===== config.mk =====
export PLATFORM = sky130hd
export DESIGN_NAME = mem_stage
export DESIGN_NICKNAME = d
export VERILOG_FILES = /design/src/rtl/mem_stage.sv
export SDC_FILE = /design/constraint.sdc
export NUM_CORES = 2
export LEC_CHECK = 0
export ABC_CLOCK_PERIOD_IN_PS = 12800
export CORE_MARGIN = 10
export CORE_UTILIZATION = 30
export CTS_BUF_LIST = sky130_fd_sc_hd__clkbuf_4
export DETAILED_ROUTE_END_ITERATION = 7
export GPL_ROUTABILITY_DRIVEN = 0
export PLACE_DENSITY = 0.55
export SYNTH_ARGS = -nofsm -noshare
export SYNTH_HDL_FRONTEND = slang
export SYNTH_SLANG_ARGS = --single-unit

===== constraint.sdc =====
create_clock -name clk -period 12.8 [get_ports clk]
set_input_delay 1.28 -clock clk [delete_from_list [all_inputs] [get_ports clk]]
set_output_delay 1.28 -clock clk [all_outputs]
set_load 0.005 [all_outputs]

===== src/rtl/mem_stage.sv =====
// ---------------------------------------------------------------------------
// mem_stage
//   Memory stage of the 5-stage ARM pipeline, fed by the EXE/MEM register.
//   Holds a word-addressed data memory mapped at BASE_ADDR. Loads are returned
//   combinationally to the MEM/WB register; stores commit on the clock edge
//   that completes the access.
//
//   Optional feature macro: MEM_WAIT_STATES_EN
//     When defined, an IDLE/BUSY/DONE FSM with a 4-bit wait counter holds
//     ready low for WAIT_CYCLES cycles per access, which freezes the
//     upstream pipeline registers. When undefined, every access completes
//     in a single cycle and ready is constantly 1.
//
// Ports
//   clk       in   1      rising-edge clock
//   rst       in   1      synchronous, active-high reset
//   MEM_R_EN  in   1      load request
//   MEM_W_EN  in   1      store request (wins over a simultaneous load)
//   ALU_Res   in   WIDTH  byte address
//   Val_Rm    in   WIDTH  store data
//   mem_data  out  WIDTH  load data to the MEM/WB register
//   ready     out  1      access complete this cycle; 1 when idle
//   freeze    out  1      ~ready; stalls IF..EXE/MEM registers
//   addr_err  out  1      current request lies outside the mapped window
// ---------------------------------------------------------------------------
module mem_stage #(
    parameter int WIDTH       = 32,
    parameter int DEPTH_LOG2  = 6,
    parameter int BASE_ADDR   = 1024,
    parameter int WAIT_CYCLES = 2
) (
    input  logic             clk,
    input  logic             rst,
    input  logic             MEM_R_EN,
    input  logic             MEM_W_EN,
    input  logic [WIDTH-1:0] ALU_Res,
    input  logic [WIDTH-1:0] Val_Rm,
    output logic [WIDTH-1:0] mem_data,
    output logic             ready,
    output logic             freeze,
    output logic             addr_err
);

    localparam int DEPTH = 1 << DEPTH_LOG2;

    logic [WIDTH-1:0]      mem_q [DEPTH];
    logic [WIDTH-1:0]      off;
    logic [DEPTH_LOG2-1:0] wordIdx;
    logic                  inRange;
    logic                  req;
    logic                  isLoad;
    logic                  accessDone;
    logic                  readyInt;
    logic                  commit;
    logic                  unusedBits;

    // The subtraction wraps, so addresses below BASE_ADDR become huge offsets
    // and fall out of range through the same upper-bits test.
    assign off        = ALU_Res - WIDTH'(BASE_ADDR);
    assign wordIdx    = off[DEPTH_LOG2+1:2];
    assign inRange    = (off >> (DEPTH_LOG2 + 2)) == '0;
    assign req        = MEM_R_EN | MEM_W_EN;
    assign isLoad     = MEM_R_EN & ~MEM_W_EN;
    assign addr_err   = req & ~inRange;
    assign unusedBits = ^{off[1:0], WAIT_CYCLES[0]};

`ifdef MEM_WAIT_STATES_EN
    localparam logic [1:0] IDLE     = 2'd0;
    localparam logic [1:0] BUSY     = 2'd1;
    localparam logic [1:0] DONE     = 2'd2;
    localparam logic [3:0] WAIT_CNT = 4'(WAIT_CYCLES);

    logic [1:0] state_q, state_d;
    logic [3:0] cnt_q, cnt_d;

    // Wait-state sequencing. The request cycle in IDLE already counts as the
    // first wait state, which is why the counter is preloaded with
    // WAIT_CYCLES-1 and BUSY exits once it reaches 1.
    always_comb begin
        state_d    = state_q;
        cnt_d      = cnt_q;
        readyInt   = 1'b1;
        accessDone = 1'b0;
        case (state_q)
            IDLE: begin
                if (req) begin
                    if (WAIT_CNT == 4'd0) begin
                        accessDone = 1'b1;
                    end else begin
                        readyInt = 1'b0;
                        cnt_d    = WAIT_CNT - 4'd1;
                        state_d  = (WAIT_CNT == 4'd1) ? DONE : BUSY;
                    end
                end
            end
            BUSY: begin
                readyInt = 1'b0;
                cnt_d    = (cnt_q == 4'd0) ? 4'd0 : cnt_q - 4'd1;
                if (cnt_q <= 4'd1) begin
                    state_d = DONE;
                end
            end
            DONE: begin
                accessDone = 1'b1;
                state_d    = IDLE;
            end
            default: begin
                state_d = IDLE;
            end
        endcase
    end

    always_ff @(posedge clk) begin
        if (rst) begin
            state_q <= IDLE;
            cnt_q   <= 4'd0;
        end else begin
            state_q <= state_d;
            cnt_q   <= cnt_d;
        end
    end
`else
    assign accessDone = 1'b1;
    assign readyInt   = 1'b1;
`endif

    // Out-of-range stores are dropped instead of aliasing onto a real word.
    assign commit = MEM_W_EN & inRange & accessDone;

    // Reset clears the whole array in one cycle and takes priority over any
    // pending store, so an access aborted by reset never lands.
    always_ff @(posedge clk) begin
        if (rst) begin
            for (int i = 0; i < DEPTH; i++) begin
                mem_q[i] <= '0;
            end
        end else if (commit) begin
            mem_q[wordIdx] <= Val_Rm;
        end
    end

    // Outputs are forced to their idle values while reset is held so the
    // pipeline sees a clean stage even if stale request inputs linger.
    always_comb begin
        mem_data = '0;
        if (!rst && isLoad && inRange) begin
            mem_data = mem_q[wordIdx];
        end
    end

    assign ready  = rst | readyInt;
    assign freeze = ~ready;

endmodule

== Yosys cells after proc, flatten, opt, wreduce, memory -nomap -nowiden ==
Memories as Yosys holds them, arrays and structs flattened.
Cells that the tools add are included.

* Flip-flop bits (word level): 0
* Latch bits: 0
* RAM bits: 2,048
* Memory bits (read-only): 0
* Input port bits: 68
* Logic and storage cells: 22
* Memories kept: 1

* Add/subtract/negate cells: 1
* Multiply operators: 0
* Divide/modulo/power cells: 0
* Magnitude comparators: 0
* Equality and inequality tests: 0
* Shift-type cells: 0
* Multiplexer cells: 9
* Bitwise gates (word level): 6
* Reduce and logical (&&, ||, !) cells: 5

{| class="wikitable"
|+ Memories
! memory !! words !! bits a word !! read ports !! clocked after Yosys merged registers in !! write ports !! RTL line !! source
|-
| mem_q || 64 || 32 || 1 || 0 || 64 || 46 || <nowiki>logic [WIDTH-1:0] mem_q [DEPTH];</nowiki>
|}

{| class="wikitable"
|+ Operator list
! kind !! number
|-
| $mux W32 || 2
|-
| $logic_not A32 Y1 || 1
|-
| $reduce_or A32 Y1 || 1
|-
| $sub A32 B11 Y32 const B || 1
|-
| $mux W1 || 6
|-
| $mux W6 || 1
|-
| $and A1 B1 Y1 || 3
|-
| $logic_and A1 B1 Y1 || 2
|-
| $not A1 Y1 || 2
|-
| $logic_not A1 Y1 || 1
|-
| $or A1 B1 Y1 || 1
|}

== Logic depth before layout (Yosys ltp) ==
* Word-level depth: 8
* Depth in mapped cells: 11
* Mapped depth without buffers: 6

== Worst setup path after synthesis ==
OpenSTA, ideal clock, no wires.

* Path kind: input -> register
* From: input port ALU_Res[11]
* To: memory mem_q[13][0] (enable)
* Arrival time: 4.933 ns
* Required time: 12.372 ns
* Slack: 7.439 ns
* Stages: 8
* Cell sequence: or4_1 or4_4 a2111oi_4 and3_1 nand2_1 clkbuf_1 buf_2 o21bai_1

{| class="wikitable"
|+ RTL lines
! what !! RTL line !! source
|-
| start: declaration || 36 || <nowiki>input logic [WIDTH-1:0] ALU_Res,</nowiki>
|-
| end: declaration || 46 ||
|}

== Worst setup path in the final report ==
* From: input port ALU_Res[4]
* To: output port mem_data[1]

* Longest elaborated chain between the ends: 4
* Elaborated cells on any way between the ends: 5

{| class="wikitable"
|+ RTL lines
! what !! RTL line !! source
|-
| $sub A32 B11 Y32 (*) || 59 || <nowiki>assign off = ALU_Res - WIDTH'(BASE_ADDR);</nowiki>
|-
| branches (longest 2 deep; another with $mem_v2 Z64 W32) || n/a ||
|-
| $mux W32 (*) || 146 || <nowiki>if (!rst && isLoad && inRange) begin</nowiki>
|-
| end: declaration || 38 || <nowiki>output logic [WIDTH-1:0] mem_data,</nowiki>
|}

Mark *: on every way between the ends.

==> summary.txt <==
Run status
  – Status: completed

CTS
  – Max Root-Sink Buffers: 4
  – Post-CTS setup repair buffer count: 0
  – Post-CTS sizing: 0
  – H-tree depth: 6
  – Worst-path clk slew: about 0.060 ns
  – Root buffer cell: clkbuf_4
  – CTS buffer count: 565
  – CTS Hold Buffers Added: 0
  – TritonCTS clock tree: built
  – Clock Sinks: 2,048

Synthesis
  – Most frequent cell after synthesis: nor2_1
  – Post-synthesis sequential area ratio: approximately 70%
  – Share of the synthesized area in the top cell type: 69.2%
  – Top cells by area, synth: edfxtp_1 (69%), nor2_1 (9.0%), mux4_2 (5.5%)
  – Syn nets: 6,755
  – Number of synthesized register bits: 2,048
  – EDFF count, synth: 2,048
  – Ys async rst share: 0%
  – Syn avg cell area: approximately 13 µm²
  – Cell area after synthesis: a little under 0.09 mm²
  – Synth Flop Type: edfxtp_1
  – Syn Inst Count: between 6,000 and 7,000
  – Cell taking the most area after synthesis: edfxtp_1
  – Top post-synthesis cells by count: nor2_1 (2,128), edfxtp_1 (2,048), nand2_1 (415)
  – Warnings from Yosys: 0
  – Cell variety after synth: 70

Finish
  – Max reg flops: 2,048
  – Net count, final: 7,063
  – # fillers: 28,977
  – Post-Layout Cell Count: 11,286
  – Top flop regs: mem_q: 2048 flops
  – Share of cells above drive strength 1: 21.5%
  – Syn-to-layout area delta: 14.7%
  – Top reg by flops: mem_q

Timing
  – Finish-stage setup viols: 0
  – Setup TNS: 0 ns
  – FMAX: 123 MHz
  – Final Hold Vio Count: 0
  – Period utilization: 63.7%
  – Crit path time final: roughly 8 ns
  – Slew @ Worst Pin: around 1.4 ns
  – Fin. max-slew vios: 0
  – RSZ-0062 raised after global routing: no
  – Slew margin rel.: 6.74%

Power and ir drop
  – Max VDD drop: ~0.000076 V
  – Clock share of power: 39.2%
  – Cell internal pwr: 0.0111 W
  – Leak Pwr: roughly 31 nW
  – Combinational power share: 8.3%
  – Switching Fraction: 25.2%
  – Power density cells: 146 mW/mm²
  – Sequential power share: 52.4%
  – Switching Power: 0.00373 W

Detailed routing
  – DRC: 0
  – Via density: 5.67
  – Antenna-violating nets left: 0
  – Drt total wl: 354,000 µm
  – Starting DRT DRC Count: 9,269
  – Drt wl/cell: ~31 µm
  – DR vias: 63,960
  – Pre-Repair DR Iteration Count: 6

Worst setup path
  – CP required: 11.52 ns
  – Critical path type: primary input to output pin
  – CP arrival: 6.87 ns
  – Setup crit end: mem_data[1]
  – Worst-path cell chain: buf_8 -> buf_12 -> or2_2 -> buf_4 -> o22ai_1 -> a221o_1 -> a32oi_1 -> o221ai_1 -> a2111oi_2 -> clkdlybuf4s50_1
  – Critical path depth: 10
  – Slowest cell on crit path: a2111oi_2
  – CP max FO: 84
  – Top Family by Delay on Critical Path: compound AO/OA/AOI/OAI gates
  – CP Launch Point: ALU_Res[4]
  – CP bufs+invs: 4
  – Worst setup EP type: output pin
  – Critical Path Start Type: primary input
  – Max stage delay on crit path: 0.94 ns

Floorplanning
  – Die Area: 0.318 mm²
  – Number of I/O pins: a little over 100
  – Cell Rows: 199
  – Die height: 564 µm
  – Initial core utilization: 30.2%
  – CORE AREA: 0.294 mm²
  – Chip Width: 564 µm

Global routing
  – Initial antenna violation count: 30
  – Vias in the first global route: 62,819
  – First-pass GRT wire length: 490,000 µm
  – Grt ovf: 0
  – GRT Util Overall: 21.5%
  – Largest net degree at the start of global routing: 109

Job
  – Max-cap viol count: 0

Min path
  – Worst min-delay path class: primary input to flip-flop

Placed design
  – Final HPWL DP: 198,000 µm
  – Placed insts: 10,347
  – Port buffer count: approximately 100
-- through the flow --
stage / instance area [µm²] / setup slack (ns) / power, W / hold slack, ns / util (%)
2_1_floorplan: 88800 / 7.44 / 0.00850 / 1.87 / -
3_3_place_gp: 95100 / 4.88 / 0.00909 / 2.01 / 32.3
3_5_place_dp: 95100 / 4.92 / 0.00912 / 2.01 / 32.3
4_1_cts: 102000 / 4.90 / 0.0148 / 0.490 / 34.6
5_1_grt: 102000 / 4.87 / 0.0153 / 0.534 / 34.6
6_report: 102000 / 4.65 / 0.0148 / 0.619 / 34.6
-- worst min-delay path by stage --
stage,depth (start not counted),startpoint,endpoint
after CTS,2,rst,mem_q[49][16]
after detailed placement,2,rst,mem_q[49][16]
after floorplan,4,rst,mem_q[48][31]
after global routing,2,rst,mem_q[49][27]
after global placement,2,rst,mem_q[49][16]
final,2,rst,mem_q[49][27]
-- cells by family (layout without fill, tap and decap cells) --
logic type | count (synthesis) | count (layout) | synth area share [%]
DFF | 2048 | 2048 | 69.2
AOI/OAI and AO/OA | 842 | 842 | 6.87
other | 2 | 22 | 0.00846
and+or+nand+nor | 2676 | 2676 | 11.7
xor gates and xnor gates | 2 | 2 | 0.0197
buffers and inverters | 585 | 1245 | 2.92
muxes | 532 | 532 | 9.25
-- area by class of cell --
cell class,count,area [µm²],area share (%)
clock buffer,830,6230,6.12
timing repair buffer,322,2900,2.85
clock inverter,89,502,0.492
sequential,2048,61500,60.4
tap,3919,4900,4.81
multi-input combinational,4054,25800,25.3
inverter,4,22.5,0.0221
antenna,20,50.0,0.0491
-- cells in the final DEF, fill, tap and decap left out, types with 16 or more instances in the layout --
master,synthesis,final
nor2b_4,0,18
buf_4,4,207
clkinv_1,1,65
mux2_2,148,148
o21ai_0,72,72
diode_2,0,20
a22oi_1,35,35
a21oi_1,102,102
o22ai_1,232,232
buf_12,0,18
o221ai_1,149,149
clkbuf_4,0,830
a222oi_1,23,23
mux2i_1,168,168
a32oi_1,20,20
mux4_2,216,216
nor2_1,2128,2127
clkdlybuf4s50_1,0,94
nor3_1,17,16
edfxtp_1,2048,2048
nor2b_1,41,19
a221oi_1,39,39
nand2_1,415,403
a2bb2oi_1,17,17
o21bai_4,0,64
-- power groups by stage --
stage,logic [W],clock network [W],registers [W]
floorplan,0.000604,0,0.00790
global placement,0.00120,0,0.00790
detailed placement,0.00120,0,0.00792
CTS,0.00120,0.00586,0.00778
global route,0.00125,0.00623,0.00780
finish,0.00124,0.00582,0.00777
-- routing by layer --
| layer | wire (µm) | vias to the layer above | track usage, % |
|---|---|---|---|
| met1 | 128000 | 32411 | 27.5 |
| met2 | 157000 | 4912 | 32.9 |
| met3 | 48200 | 915 | 6.59 |
| met4 | 21200 | 32 | 11.4 |
| met5 | 208 | - | 0 |
| li1 | - | 25690 | - |
Note: power is estimated with default switching activity, not from simulation.
